[src/rtl/uart_rx_if.sv]
// Serial input and byte-output side of the UART receiver.
// The slave side is the receiver. The master side drives the line and consumes the bytes.
interface uart_rx_if;
  logic       uart_rxd;
  logic [7:0] rx_data;
  logic       rx_done;
  logic       rx_frame_err;

  modport slave (
    input  uart_rxd,
    output rx_data,
    output rx_done,
    output rx_frame_err
  );

  modport master (
    output uart_rxd,
    input  rx_data,
    input  rx_done,
    input  rx_frame_err
  );
endinterface

[src/rtl/uart_rx.sv]
// 8N1 UART receiver. The line passes through a two-flop synchroniser.
// Each bit is sampled once at its nominal centre, using the transmitter's clock-per-bit divider.
module uart_rx #(
  parameter int CLK_FREQ  = 1000000,
  parameter int BAUD_RATE = 100000
) (
  input  logic     clk,
  input  logic     rst,
  uart_rx_if.slave bus
);
  // state | meaning
  // IDLE  | waiting for a falling edge on the synchronised line
  // START | timing the start bit; abandoned at mid-bit if the line is high again
  // RECV  | sampling 8 data bits at their centres, LSB first
  // STOP  | checking the stop bit at mid-bit, then publishing or flagging the byte
  localparam int DIV = CLK_FREQ / BAUD_RATE;
  localparam logic [31:0] LAST = 32'(DIV - 1);
  localparam logic [31:0] MID  = 32'(DIV / 2 - 1);

  typedef enum logic [1:0] {IDLE, START, RECV, STOP} state_t;

  state_t      state;
  logic        rxd_m, rxd_s, rxd_p;
  logic [31:0] count;
  logic [3:0]  bit_cnt;
  logic [7:0]  shift;
  logic [7:0]  rx_data_q;
  logic        rx_done_q;
  logic        rx_frame_err_q;

  assign bus.rx_data      = rx_data_q;
  assign bus.rx_done      = rx_done_q;
  assign bus.rx_frame_err = rx_frame_err_q;

  always_ff @(posedge clk) begin
    if (rst) begin
      rxd_m          <= 1'b1;
      rxd_s          <= 1'b1;
      rxd_p          <= 1'b1;
      state          <= IDLE;
      count          <= '0;
      bit_cnt        <= '0;
      shift          <= '0;
      rx_data_q      <= '0;
      rx_done_q      <= 1'b0;
      rx_frame_err_q <= 1'b0;
    end else begin
      rxd_m          <= bus.uart_rxd;
      rxd_s          <= rxd_m;
      rxd_p          <= rxd_s;
      rx_done_q      <= 1'b0;
      rx_frame_err_q <= 1'b0;

      if (state == IDLE || count == LAST)
        count <= '0;
      else
        count <= count + 32'd1;

      if (state != RECV)
        bit_cnt <= '0;
      else if (count == LAST)
        bit_cnt <= bit_cnt + 4'd1;

      case (state)
        IDLE: begin
          // Edge rather than level, so a held-low break cannot retrigger.
          if (!rxd_s && rxd_p)
            state <= START;
        end
        START: begin
          if (count == MID && rxd_s)
            state <= IDLE;
          else if (count == LAST)
            state <= RECV;
        end
        RECV: begin
          if (count == MID)
            shift[bit_cnt[2:0]] <= rxd_s;
          if (count == LAST && bit_cnt == 4'd7)
            state <= STOP;
        end
        STOP: begin
          // Leave at mid-bit so that half a bit of margin remains for a back-to-back start.
          if (count == MID) begin
            state <= IDLE;
            if (rxd_s) begin
              rx_data_q <= shift;
              rx_done_q <= 1'b1;
            end else begin
              rx_frame_err_q <= 1'b1;
            end
          end
        end
        default: state <= IDLE;
      endcase
    end
  end
endmodule

[src/flat_wrapper.sv]
// flat-port wrapper written by rule: the top's interface ports become plain ports
module uart_rx_flat 
#(
  parameter int CLK_FREQ  = 1000000,
  parameter int BAUD_RATE = 100000
)
  (clk, rst, bus_uart_rxd, bus_rx_data, bus_rx_done, bus_rx_frame_err);
  uart_rx_if bus_i ();
  input  logic clk;
  input  logic rst;
  input wire logic [$bits(bus_i.uart_rxd)-1:0] bus_uart_rxd;
  output wire logic [$bits(bus_i.rx_data)-1:0] bus_rx_data;
  output wire logic [$bits(bus_i.rx_done)-1:0] bus_rx_done;
  output wire logic [$bits(bus_i.rx_frame_err)-1:0] bus_rx_frame_err;
  assign bus_i.uart_rxd = bus_uart_rxd;
  assign bus_rx_data = bus_i.rx_data;
  assign bus_rx_done = bus_i.rx_done;
  assign bus_rx_frame_err = bus_i.rx_frame_err;
  uart_rx #(.CLK_FREQ(CLK_FREQ), .BAUD_RATE(BAUD_RATE)) u_core (.clk(clk), .rst(rst), .bus(bus_i));
endmodule
[config.mk]
export PLATFORM = sky130hd
export DESIGN_NAME = uart_rx_flat
export DESIGN_NICKNAME = d
export VERILOG_FILES = /design/src/rtl/uart_rx_if.sv /design/src/rtl/uart_rx.sv /design/src/flat_wrapper.sv
export SDC_FILE = /design/constraint.sdc
export NUM_CORES = 1
export LEC_CHECK = 0
export CAP_MARGIN = 20
export CORE_MARGIN = 2
export CORE_UTILIZATION = 33
export DETAILED_ROUTE_END_ITERATION = 7
export MAX_ROUTING_LAYER = met4
export PLACE_DENSITY = 0.58
export SETUP_SLACK_MARGIN = 0.5
export SLEW_MARGIN = 10
export SYNTH_ARGS = -nofsm -noshare
export SYNTH_HDL_FRONTEND = slang
export SYNTH_SLANG_ARGS = --single-unit
[constraint.sdc]
create_clock -name clk -period 4.1 [get_ports clk]
set_input_delay 0.82 -clock clk [delete_from_list [all_inputs] [get_ports clk]]
set_output_delay 0.82 -clock clk [all_outputs]
set_load 0.01 [all_outputs]
==> metrics <==
GRT Residual Overflow=0; fill count=893; Synth Instances=323; Yosys reg bits=59; Area growth syn-to-layout=14.0%; setup violators final=0; CTS Hold Bufs=0; CTS Buffer Depth=2; Placed Instance Area=slightly above 0.003 mm²; Post-CTS Setup Bufs=0; Root Driver=clkbuf_8; hold crit path type=register to register; minimum clock period=2.39 ns; pin count of the biggest net entering global routing=27; PwrDens=between 300 and 400 mW/mm²; Worst setup EP type=register; Die X-Extent=97.2 µm; Worst Tran Pin Value=0.582 ns; Inserted Clock Buffers=9; Netlist cell types=43; final wirelength=5.76 mm; setup_tns=0 ns; Fin. Hold Viols=0; Post-Syn Area=roughly 0.0029 mm²; Synthesized Nets=330; DR top layer=met4; first-pass GRT wire length=between 9 and 10 mm; Peak VDD IR=between 0.00015 and 0.0002 V; FP Rows=34; critical path class=register to register; number of global-route vias before repair=2085; fmax=418 MHz; EDFF count, synth=0; synth warn=0; Async S/R FF share, synth=0%; max cap viols=0; post-cts sizing count=0; Top Ports=13; Initial Utilization=between 30% and 40%; Avg WL per Cell=13.0 µm; relative slew slack=60.9%; metal2 WL=between 2 and 3 mm; final non-filler cell area=0.00327 mm²; Met1 Wirelength=2.84 mm; Final Power=approximately 1.2 mW; height of the die=between 90 and 100 µm; Worst-path clk slew=~0.070 ns; fin crit share=58.4%; post-route clock skew=0.0109 ns; DRT Pass-1 Iters=4; initial antenna violation count=0; CP required=4.36 ns; DIE AREA=0.00945 mm²; Static Leakage=between 1 and 1.5 nW; Via density=5.34; Global Route Usage Sum=13.0%; share of layout cells above drive strength 1=approximately 8.7%; initial drt markers=56; Post-Layout Cell Count=442; register area share after synthesis=41.2%; core area=0.00859 mm²; ys flop type=dfxtp_1; H-Tree Level Count=3; Remaining DRCs=0; crit path DAT=2.65 ns; status=complete, no violations; Yosys top cell by area=dfxtp_1; Clock Sinks=59; routability cong.=between 0.8 and 0.9; fin. max-slew vios=0; RSZ-0062 raised after global routing=false; Routed Antenna Nets=0; CTS tree=built; Util after Layout=a little under two fifths; ANT cells=0; clock latency on the worst-skew pair=0.34 ns; commonest non-fill, non-tap cell in the layout=dfxtp_1; Yosys top cell area share=about two fifths; Crit Path Max Fanout=15; Startpoint Class=register; Synth area leaders=dfxtp_1 (41%), mux2i_1 (5.9%), nand4_1 (4.4%); syn_area_per_cell=8.88 µm²; Port Buffer Count=12; layout net count=approximately 340; placed cell count=approximately 430; met3 WL=201 µm; dpl hpwl=3.90 mm; via count=between 2000 and 2500; most frequent cells in the layout=dfxtp_1 (59), nor2_1 (24), nand4_1 (20)
-- Yosys cell counts (2+ instances only) --
cell      number
dfxtp_1       59
nor2_1        24
nand4_1       20
a21oi_1       19
nand2b_1      19
mux2i_1       17
nand2_1       17
nand3_1       14
nor4_1        12
xor2_1        11
and4_1        10
or4_1         10
buf_2          9
o31ai_1        8
inv_1          7
o21ai_0        7
clkbuf_1       6
or3_1          6
nand4b_1       5
ha_1           4
nor3_1         4
or2_2          4
xnor2_1        4
and3_1         3
nand3b_1       3
a41o_1         2
and3_2         2
and3b_1        2
-- state kept, by name, summed over array words and instances, names as in the netlist, named ones only --
register,count
u_core.shift,8
u_core.count,32
u_core.rxd_s,1
u_core.bus.rx_data,8
u_core.rxd_m,1
u_core.state,1
u_core.bit_cnt,4
u_core.rxd_p,1
u_core.bus.rx_frame_err,1
u_core.bus.rx_done,1
-- final cells by class --
cell class	instances	area (µm²)	share of cell area (%)
well taps	108	135	4.13
inverters	7	26.3	0.803
flip-flops and latches	59	1180	36.1
multi-input cells	238	1570	47.9
repair buffers	14	135	4.13
clock buffers	11	151	4.63
clock inverters	5	75.1	2.30
-- critical path, cell delays in order (launching register included) --
cell     delay, ns
dfxtp_1       0.37
nor4_1        0.47
and4_1        0.62
and3_1        0.59
mux2i_1       0.25
-- worst paths after layout --
| path | endpoint | startpoint | slack (ns) | cells after the start |
|---|---|---|---|---|
| worst min-delay path | u_core.rxd_s | u_core.rxd_m | 0.41 | 1 |
| worst min register to register | u_core.rxd_s | u_core.rxd_m | 0.41 | 1 |
| worst max-delay path | u_core.bus.rx_data[0] | u_core.count[25] | 1.71 | 4 |
| worst max register to register | u_core.bus.rx_data[0] | u_core.count[25] | 1.71 | 4 |
-- where the power goes --
| part | total (mW) | leakage [nW] | internal (mW) | switching (mW) |
|---|---|---|---|---|
| logic | 0.0170 | 0.463 | 0.00783 | 0.00918 |
| registers | 0.577 | 0.476 | 0.575 | 0.00223 |
| clock network | 0.601 | 0.119 | 0.372 | 0.229 |
| total | 1.20 | 1.06 | 0.955 | 0.241 |
-- metrics by stage --
step	setup slack, ns	hold slack, ns
2_1_floorplan	2.37	0.389
3_3_place_gp	1.70	0.396
3_5_place_dp	1.69	0.399
4_1_cts	1.75	0.417
5_1_grt	1.45	0.436
6_report	1.71	0.411
-- metal layers --
| metal | vias to the layer above | global-route usage, % |
|---|---|---|
| met4 | 0 | 3.63 |
| li1 | 1207 | - |
| met3 | 6 | 4.82 |
| met1 | 1121 | 16.2 |
| met2 | 25 | 19.9 |
| met5 | - | - |
-- cells by family after synthesis --
group / synth area share [%]
AOI/OAI and AO/OA: 8.81
xor gates and xnor gates: 4.58
DFF: 41.2
and+or+nand+nor: 33.4
adders and majority gates: 1.75
muxes: 5.93
buffers and inverters: 4.32
Note: power is estimated with default switching activity, not from simulation.
